===== src/rtl/mux4_rr_arbiter.sv =====
// Round-robin arbiter/sequencer for the 4-source select mux: one-cycle arbitration, bursts capped at MAX_BURST beats.
// Optional macro ARB_STATS_EN adds the xfer_cnt completed-beat counter port.
module mux4_rr_arbiter #(
    parameter int MAX_BURST = 4,
    parameter int BEAT_W    = 8,
    parameter int STAT_W    = 16
) (
    input  logic              clk,
    input  logic              rst,
    input  logic [3:0]        req,
    output logic [3:0]        ack,
    output logic [1:0]        sel,
    output logic [3:0]        gnt,
    output logic              out_valid,
    input  logic              out_ready
`ifdef ARB_STATS_EN
    ,
    output logic [STAT_W-1:0] xfer_cnt
`endif
);

    typedef enum logic {IDLE, BUSY} state_t;

    localparam logic [BEAT_W-1:0] LAST_BEAT = BEAT_W'(MAX_BURST - 1);

    generate
        if (MAX_BURST < 1 || MAX_BURST > (2**BEAT_W) - 1 || STAT_W < 1) begin : g_bad_param
            $error("mux4_rr_arbiter: illegal parameter combination");
        end
    endgenerate

    state_t             state_reg, state_next;
    logic [3:0]         gnt_reg, gnt_next;
    logic [1:0]         sel_reg, sel_next;
    logic [1:0]         ptr_reg, ptr_next;
    logic [BEAT_W-1:0]  beat_reg, beat_next;

    logic [3:0]         rot_req;
    logic [1:0]         offset;
    logic [1:0]         winner;
    logic               xfer;

    // rot_req[k] is the request of the source k places after ptr, so bit 0 has top priority.
    generate
        for (genvar gi = 0; gi < 4; gi++) begin : g_rot
            assign rot_req[gi] = req[ptr_reg + 2'(gi)];
        end
    endgenerate

    always_comb begin
        offset = 2'd0;
        for (int i = 3; i >= 0; i--) begin
            if (rot_req[i]) begin
                offset = 2'(i);
            end
        end
        winner = ptr_reg + offset;
    end

    // In BUSY the owner index is sel_reg, which is frozen for the whole grant.
    always_comb begin
        out_valid = (state_reg == BUSY) && req[sel_reg];
        xfer      = out_valid && out_ready;
        ack       = xfer ? gnt_reg : 4'b0000;
    end

    always_comb begin
        state_next = state_reg;
        gnt_next   = gnt_reg;
        sel_next   = sel_reg;
        ptr_next   = ptr_reg;
        beat_next  = beat_reg;
        case (state_reg)
            IDLE: begin
                if (req != 4'b0000) begin
                    state_next = BUSY;
                    gnt_next   = 4'b0001 << winner;
                    sel_next   = winner;
                    beat_next  = '0;
                end
            end
            BUSY: begin
                if ((xfer && beat_reg == LAST_BEAT) || !req[sel_reg]) begin
                    state_next = IDLE;
                    gnt_next   = 4'b0000;
                    ptr_next   = sel_reg + 2'd1;
                end else if (xfer) begin
                    beat_next = beat_reg + 1'b1;
                end
            end
        endcase
    end

    always_ff @(posedge clk) begin
        if (rst) begin
            state_reg <= IDLE;
            gnt_reg   <= 4'b0000;
            sel_reg   <= 2'b00;
            ptr_reg   <= 2'b00;
            beat_reg  <= '0;
        end else begin
            state_reg <= state_next;
            gnt_reg   <= gnt_next;
            sel_reg   <= sel_next;
            ptr_reg   <= ptr_next;
            beat_reg  <= beat_next;
        end
    end

    assign gnt = gnt_reg;
    assign sel = sel_reg;

`ifdef ARB_STATS_EN
    logic [STAT_W-1:0] xfer_cnt_reg;

    always_ff @(posedge clk) begin
        if (rst) begin
            xfer_cnt_reg <= '0;
        end else if (xfer) begin
            xfer_cnt_reg <= xfer_cnt_reg + 1'b1;
        end
    end

    assign xfer_cnt = xfer_cnt_reg;
`else
    // Statistics counter not built.
`endif

endmodule


===== config.mk =====
export PLATFORM = sky130hd
export DESIGN_NAME = mux4_rr_arbiter
export DESIGN_NICKNAME = d
export VERILOG_FILES = /design/src/rtl/mux4_rr_arbiter.sv
export SDC_FILE = /design/constraint.sdc
export NUM_CORES = 1
export LEC_CHECK = 0
export ABC_CLOCK_PERIOD_IN_PS = 2080
export BUFFER_PORTS_ARGS = -buffer_cell sky130_fd_sc_hd__buf_2
export CAP_MARGIN = 20
export CORE_ASPECT_RATIO = 0.9
export CORE_MARGIN = 5
export CORE_UTILIZATION = 49
export DETAILED_ROUTE_END_ITERATION = 10
export GPL_ROUTABILITY_DRIVEN = 0
export GPL_TIMING_DRIVEN = 0
export PLACE_DENSITY = 0.78
export SLEW_MARGIN = 20
export SYNTH_ARGS = -nofsm -noshare
export SYNTH_HDL_FRONTEND = slang
export SYNTH_SLANG_ARGS = --single-unit

===== constraint.sdc =====
create_clock -name clk -period 2.08 [get_ports clk]
set_input_delay 0 -clock clk [delete_from_list [all_inputs] [get_ports clk]]
set_output_delay 0 -clock clk [all_outputs]
set_load 0.02 [all_outputs]

==> metrics.cfg, run 1 <==
[status]
status = finished, final reports clean

[die]
num_rows = 16
die_height_um = 55.13
coreArea_um2 = 2162
die_x_um = 60.14
io_pins = 18
initial_core_util = 0.5127
dieArea_um2 = 3315

[worst_setup_path]
max_stage_delay_ns = 0.49
critPathArrivalTime_ns = 2.25
crit_path_max_fanout = 10
critical_path_class = reg2reg
cp.depth = 8
cp_cell_sequence = clkbuf_8 > or4_4 > o2111ai_4 > ha_4 > xor2_4 > and4_1 > nand3_1 > nand3_1
cp.required_ns = 2.33
crit_path_start_kind = register
r2r_setup_slack_ns = 0.08
crit_top_cell = nand3_1
slowest_stage = or4_4
r2r_cells = 8
crit_path_end_kind = register
cp_num_buf_inv = 1
critical-path-top-delay-family = simple AND/OR/NAND/NOR gates

[clock_network]
clk_pin_slew_ns = 0.10
cts_tree = done
clock-sinks = 17
cts_buffers = 3
cts_root_buf = clkbuf_4
clk_latency_ns = 0.30
cts_hold_buf = 0
htreeDepth = 1
cts_buffer_depth = 2

[power]
p_leak_nw = 0.5159
p_sw_w = 0.0003134
switching_share = 0.3608
combPwrFrac = 0.347
powerDensity_nw_per_um2 = 642.3
intPower_w = 0.0005553
power_frac_clock = 0.207
irDropWorstVdd_mv = 0.4197
seqPwrFrac = 0.446

[route]
drtPass1Iterations = 5
drc = 0
routed_wl_mm = 2.669
wire_per_inst_um = 14.58
drt_iter0_markers = 30
num_vias = 1092
viasPerCell = 5.967
ant_nets = 0

[layout]
multi_input_area_um2 = 795.8
syn_to_final_growth_pct = 22.01
largest_reg_flops = 8
final_layout_size_suffix_gt1_frac = 0.2756
fillers = 190
nNetsFinal = 166
n_antenna_cell = 0
seq_area_um2 = 342.8

[grt]
grt_pass1_wl_mm = 4.429
antenna_found_initial = 0
first_global_vias = 1024
track_usage = 0.1764
overflow = 0
grt_max_degree = 11

[placed_design]
place_ws_ns = -0.07761
detailed_place_hpwl_mm = 1.849
port_buffers = 14

[sta]
fin_setup_tns_ns = 0
setup_viol = 0
slew_headroom = 0.5816
rsz0062_at_grt = no
drv_slew = 0
worst_slack_ns = 0.08161
finClkSkew_ns = 0.007577
worst_pin_slew_ns = 0.6234
period_needed_ns = 1.998
final_hold_viol_count = 0
fmax_mhz = 500.4
finalCritPeriodShare = 0.9608

[logic_synthesis]
synth.distinct_cells = 45
ys_ff_latch = 17
synth_area_um2 = 1109
synth_edf_count = 0
seq_area_frac_synth = 0.3070
synth_warnings = 0
netlist_instances = 138
async_flop_share = 0
synth_ff_type = dfxtp_1
syn_avg_cell_area_um2 = 8.033
syn_nets = 147

[worst_hold_path]
hold_depth = 4
min_path_type = in2reg

[run]
maxCapViolCount = 0

## power groups by stage
stage	Sequential (W)	Combinational [W]	Clock [W]
finish	0.000387	0.000302	0.000180
global route	0.000393	0.000326	0.000195
CTS	0.000372	0.000279	0.000183
detailed placement	0.000378	0.000245	0
global placement	0.000377	0.000237	0
floorplan	0.000397	0.000164	0
## cell usage after synthesis (2+ instances only)
library cell	count	area (um2)
inv_1	4	15.01
o21ai_0	7	35.03
buf_6	3	33.78
dfxtp_1	17	340.3
a21oi_1	6	30.03
or3_1	2	12.51
clkbuf_1	3	11.26
xnor2_1	4	35.03
or2_2	2	12.51
nor4_1	4	25.02
and2_1	4	25.02
a311oi_1	2	17.52
nand3_1	11	55.05
nand2_1	13	48.80
nand4_1	3	18.77
and4_1	2	17.52
nor2b_1	3	18.77
xor2_1	4	35.03
nor2_1	17	63.81
ha_1	2	25.02
## worst reg2reg max path, stage by stage (launching register included)
cell and delay [ns]:
dfxtp_2 0.35, clkbuf_8 0.16, or4_4 0.49, o2111ai_4 0.11, ha_4 0.23, xor2_4 0.19
and4_1 0.25, nand3_1 0.09, nand3_1 0.09
## worst paths after layout
| check | start | end |
|---|---|---|
| max | ptr_reg[0] | gnt[3] |
| min | out_ready | state_reg |
| max reg2reg | ptr_reg[0] | gnt[3] |
| min reg2reg | gnt[2] | gnt[2] |
## per-layer routing
layer | up-vias | wire length (um) | global-route usage
met1 | 515 | 1271 | 0.2352
li1 | 543 | - | -
met2 | 32 | 1267 | 0.2860
met4 | 0 | 8 | 0.04428
met3 | 2 | 122 | 0.04408
met5 | - | 0 | 0
## metrics by stage
step	utilization	hold slack [ns]	area [um2]	power, W	std cells
2_1_floorplan	-	0.1863	1109	0.0005603	138
3_3_place_gp	0.5608	0.3358	1212	0.0006139	179
3_5_place_dp	0.5608	0.3416	1212	0.0006232	179
4_1_cts	0.6024	0.02706	1303	0.0008335	184
5_1_grt	0.6256	0.06936	1353	0.0009146	183
6_report	0.6256	0.03873	1353	0.0008687	183
## layout by cell type (no fill, tap or decap), types with 4 or more instances in the layout
cell / Yosys / final
nor2_1: 17 / 17
dfxtp_1: 17 / 15
o21ai_1: 1 / 5
buf_2: 1 / 15
nand3_1: 11 / 11
inv_1: 4 / 4
and2_1: 4 / 4
nand2_1: 13 / 13
a21oi_1: 6 / 5
## cell families after synthesis
logic type,Yosys count,share of synthesized area
simple gates,69,0.3296
compound gates,29,0.1953
flops,17,0.3070
buf+inv,12,0.06206
xor+xnor,8,0.06320
fa+ha+maj,2,0.02257
mux,1,0.02031
## layout make-up
cell class                 count  area share
buffer                         7     0.04440
tap                           27     0.02498
inverter                       4     0.01110
sequential                    17      0.2535
clock inverter                 1    0.003700
clock buffer                   3     0.01665
multi-input combinational    109      0.5883
timing repair buffer          15     0.05735
## repair_timing
item | CTS | global route
endpoints found under the setup margin | 4 | 6
gates resized for setup | 11 | 11
cloned | 0 | 0
setup buffers | 1 | 0
pin swaps | 4 | 8
Power figures use the tool's default switching activity.
==> run 2: changes to the inputs <==
Settings changed: CORE_ASPECT_RATIO 0.9 to default.
==> metrics.cfg, run 2 (same netlist as run 1, synthesis figures left out) <==
[status]
status = finished, final reports clean

[route]
num_vias = 1108  ; +1.5%
ant_nets = 0  ; unchanged
viasPerCell = 5.925  ; -0.71%
drc = 0  ; unchanged
drtPass1Iterations = 7  ; +2
wire_per_inst_um = 14.84  ; +1.7%
drt_iter0_markers = 28  ; -6.7%
routed_wl_mm = 2.775  ; +4.0%

[sta]
finalCritPeriodShare = 0.9762  ; +0.01545
worst_pin_slew_ns = 0.5779  ; -0.04552 ns
period_needed_ns = 2.031  ; +0.03213 ns
finClkSkew_ns = 0.01007  ; +0.002494 ns
final_hold_viol_count = 0  ; unchanged
slew_headroom = 0.6122  ; +0.03055
setup_viol = 0  ; unchanged
fin_setup_tns_ns = 0  ; unchanged
fmax_mhz = 492.5  ; -1.6%
drv_slew = 0  ; unchanged

[layout]
final_layout_size_suffix_gt1_frac = 0.2956  ; +0.01996
layout_common_cells = nor2_1, buf_2, dfxtp_1
final_common_cell = nor2_1
finish.instance_area_um2 = 1351  ; about the same
nNetsFinal = 169  ; +1.8%
n_antenna_cell = 0  ; unchanged
syn_to_final_growth_pct = 21.90  ; about the same
largest_reg_flops = 8  ; unchanged

[die]
initial_core_util = 0.5060  ; -0.006735
die_height_um = 57.57  ; +4.4%
num_rows = 17  ; +1
coreArea_um2 = 2191  ; +1.3%
die_x_um = 57.57  ; -4.3%
dieArea_um2 = 3314  ; about the same
io_pins = 18  ; unchanged

[worst_setup_path]
critPathArrivalTime_ns = 2.28  ; +0.03 ns
crit_path_start_kind = register
critical_path_class = reg2reg
cp.required_ns = 2.33  ; about the same
cp_num_buf_inv = 2  ; +1
crit_path_max_fanout = 9  ; -1
critical-path-top-delay-family = simple AND/OR/NAND/NOR gates
max_stage_delay_ns = 0.34  ; -0.15 ns
crit_path_end_kind = register
slowest_stage = dfxtp_2
cp_cell_sequence = buf_6 > nor2b_1 > a22oi_1 > o2111ai_2 > ha_4 > buf_4 > xnor2_2 > and4_1 > o21ai_0 > nand3_1

[power]
powerDensity_nw_per_um2 = 644.0  ; +0.28%
irDropWorstVdd_mv = 0.4833  ; +15%
p_leak_nw = 0.5264  ; +2.0%

[clock_network]
clk_latency_ns = 0.30  ; about the same
cts_buffers = 3  ; unchanged
cts_tree = done
cts_buffer_depth = 2  ; unchanged
htreeDepth = 1  ; unchanged
cts_root_buf = clkbuf_4
clk_pin_slew_ns = 0.11  ; about the same
clock-sinks = 17  ; unchanged

[placed_design]
port_buffers = 14  ; unchanged
detailed_place_hpwl_mm = 1.953  ; +5.6%
placed_area_um2 = 1214  ; +0.10%

[run]
maxCapViolCount = 0  ; unchanged

[grt]
first_global_vias = 1089  ; +6.3%
antenna_found_initial = 0  ; unchanged
overflow = 0  ; unchanged
grt_max_degree = 11  ; unchanged
grt_pass1_wl_mm = 4.547  ; +2.7%
track_usage = 0.1728  ; -0.003601

[worst_hold_path]
min_path_type = in2reg

run 2: final timing paths:
path / from / endpoint / slack, ns / cells past startpoint
worst min-delay path: out_ready / state_reg / 0.05 / 4
worst min register to register: gnt[1] / gnt[1] / 0.49 / 2
worst max register to register: ptr_reg[0] / gnt[3] / 0.05 / 10
worst max-delay path: ptr_reg[0] / gnt[3] / 0.05 / 10
run 2: what timing repair did:
item                                   4_1_cts  5_1_grt
hold buffers                                 0        0
gates resized for setup                      9       10
endpoints found under the hold margin        0        0
setup buffers                                2        3
setup endpoints to repair                    4        7
cloned                                       0        0
pin swaps                                    1        7
run 2: cell type report:
class                           instances  area (um2)
Clock inverter                          1       5.005
Multi-Input combinational cell        109       772.0
Fill cell                             186       839.6
Timing Repair Buffer                   18       100.1
Sequential cell                        17       344.1
Clock buffer                            3       22.52
Inverter                                4       15.01
Tap cell                               28       35.03
Buffer                                  7       57.56
run 2: layer usage:
layer | vias up | GRT usage | routed length [um]
met5 | - | 0 | 0
met3 | 8 | 0.04751 | 117
met1 | 527 | 0.2052 | 1249
li1 | 544 | - | -
met2 | 29 | 0.2903 | 1376
met4 | 0 | 0.07285 | 31
run 2: per-stage QoR:
| step | std cells | utilization | worst slack (ns) | total power (W) | hold WS [ns] |
|---|---|---|---|---|---|
| after floorplan | 138 | - | 0.1322 | 0.0005603 | 0.1863 |
| after global placement | 180 | 0.5540 | -0.03700 | 0.0006151 | 0.3368 |
| after detailed placement | 180 | 0.5540 | -0.05787 | 0.0006268 | 0.3553 |
| after CTS | 186 | 0.5928 | 0.005041 | 0.0008401 | 0.04150 |
| after global routing | 187 | 0.6168 | -0.01535 | 0.0009194 | 0.07962 |
| final | 187 | 0.6168 | 0.04948 | 0.0008703 | 0.04641 |
run 2: report_power, final:
group	switching (W)	internal [W]	total, W
clock	0.000113	0.0000717	0.000184
sequential	0.0000345	0.000353	0.000387
combinational	0.000168	0.000130	0.000299
run 2: worst reg2reg max path, cell delays in order (launching register included):
cell       delay, ns
dfxtp_2         0.34
buf_6           0.13
nor2b_1         0.13
a22oi_1         0.21
o2111ai_2       0.17
ha_4            0.22
buf_4           0.14
xnor2_2         0.19
and4_1          0.25
o21ai_0         0.10
nand3_1         0.10
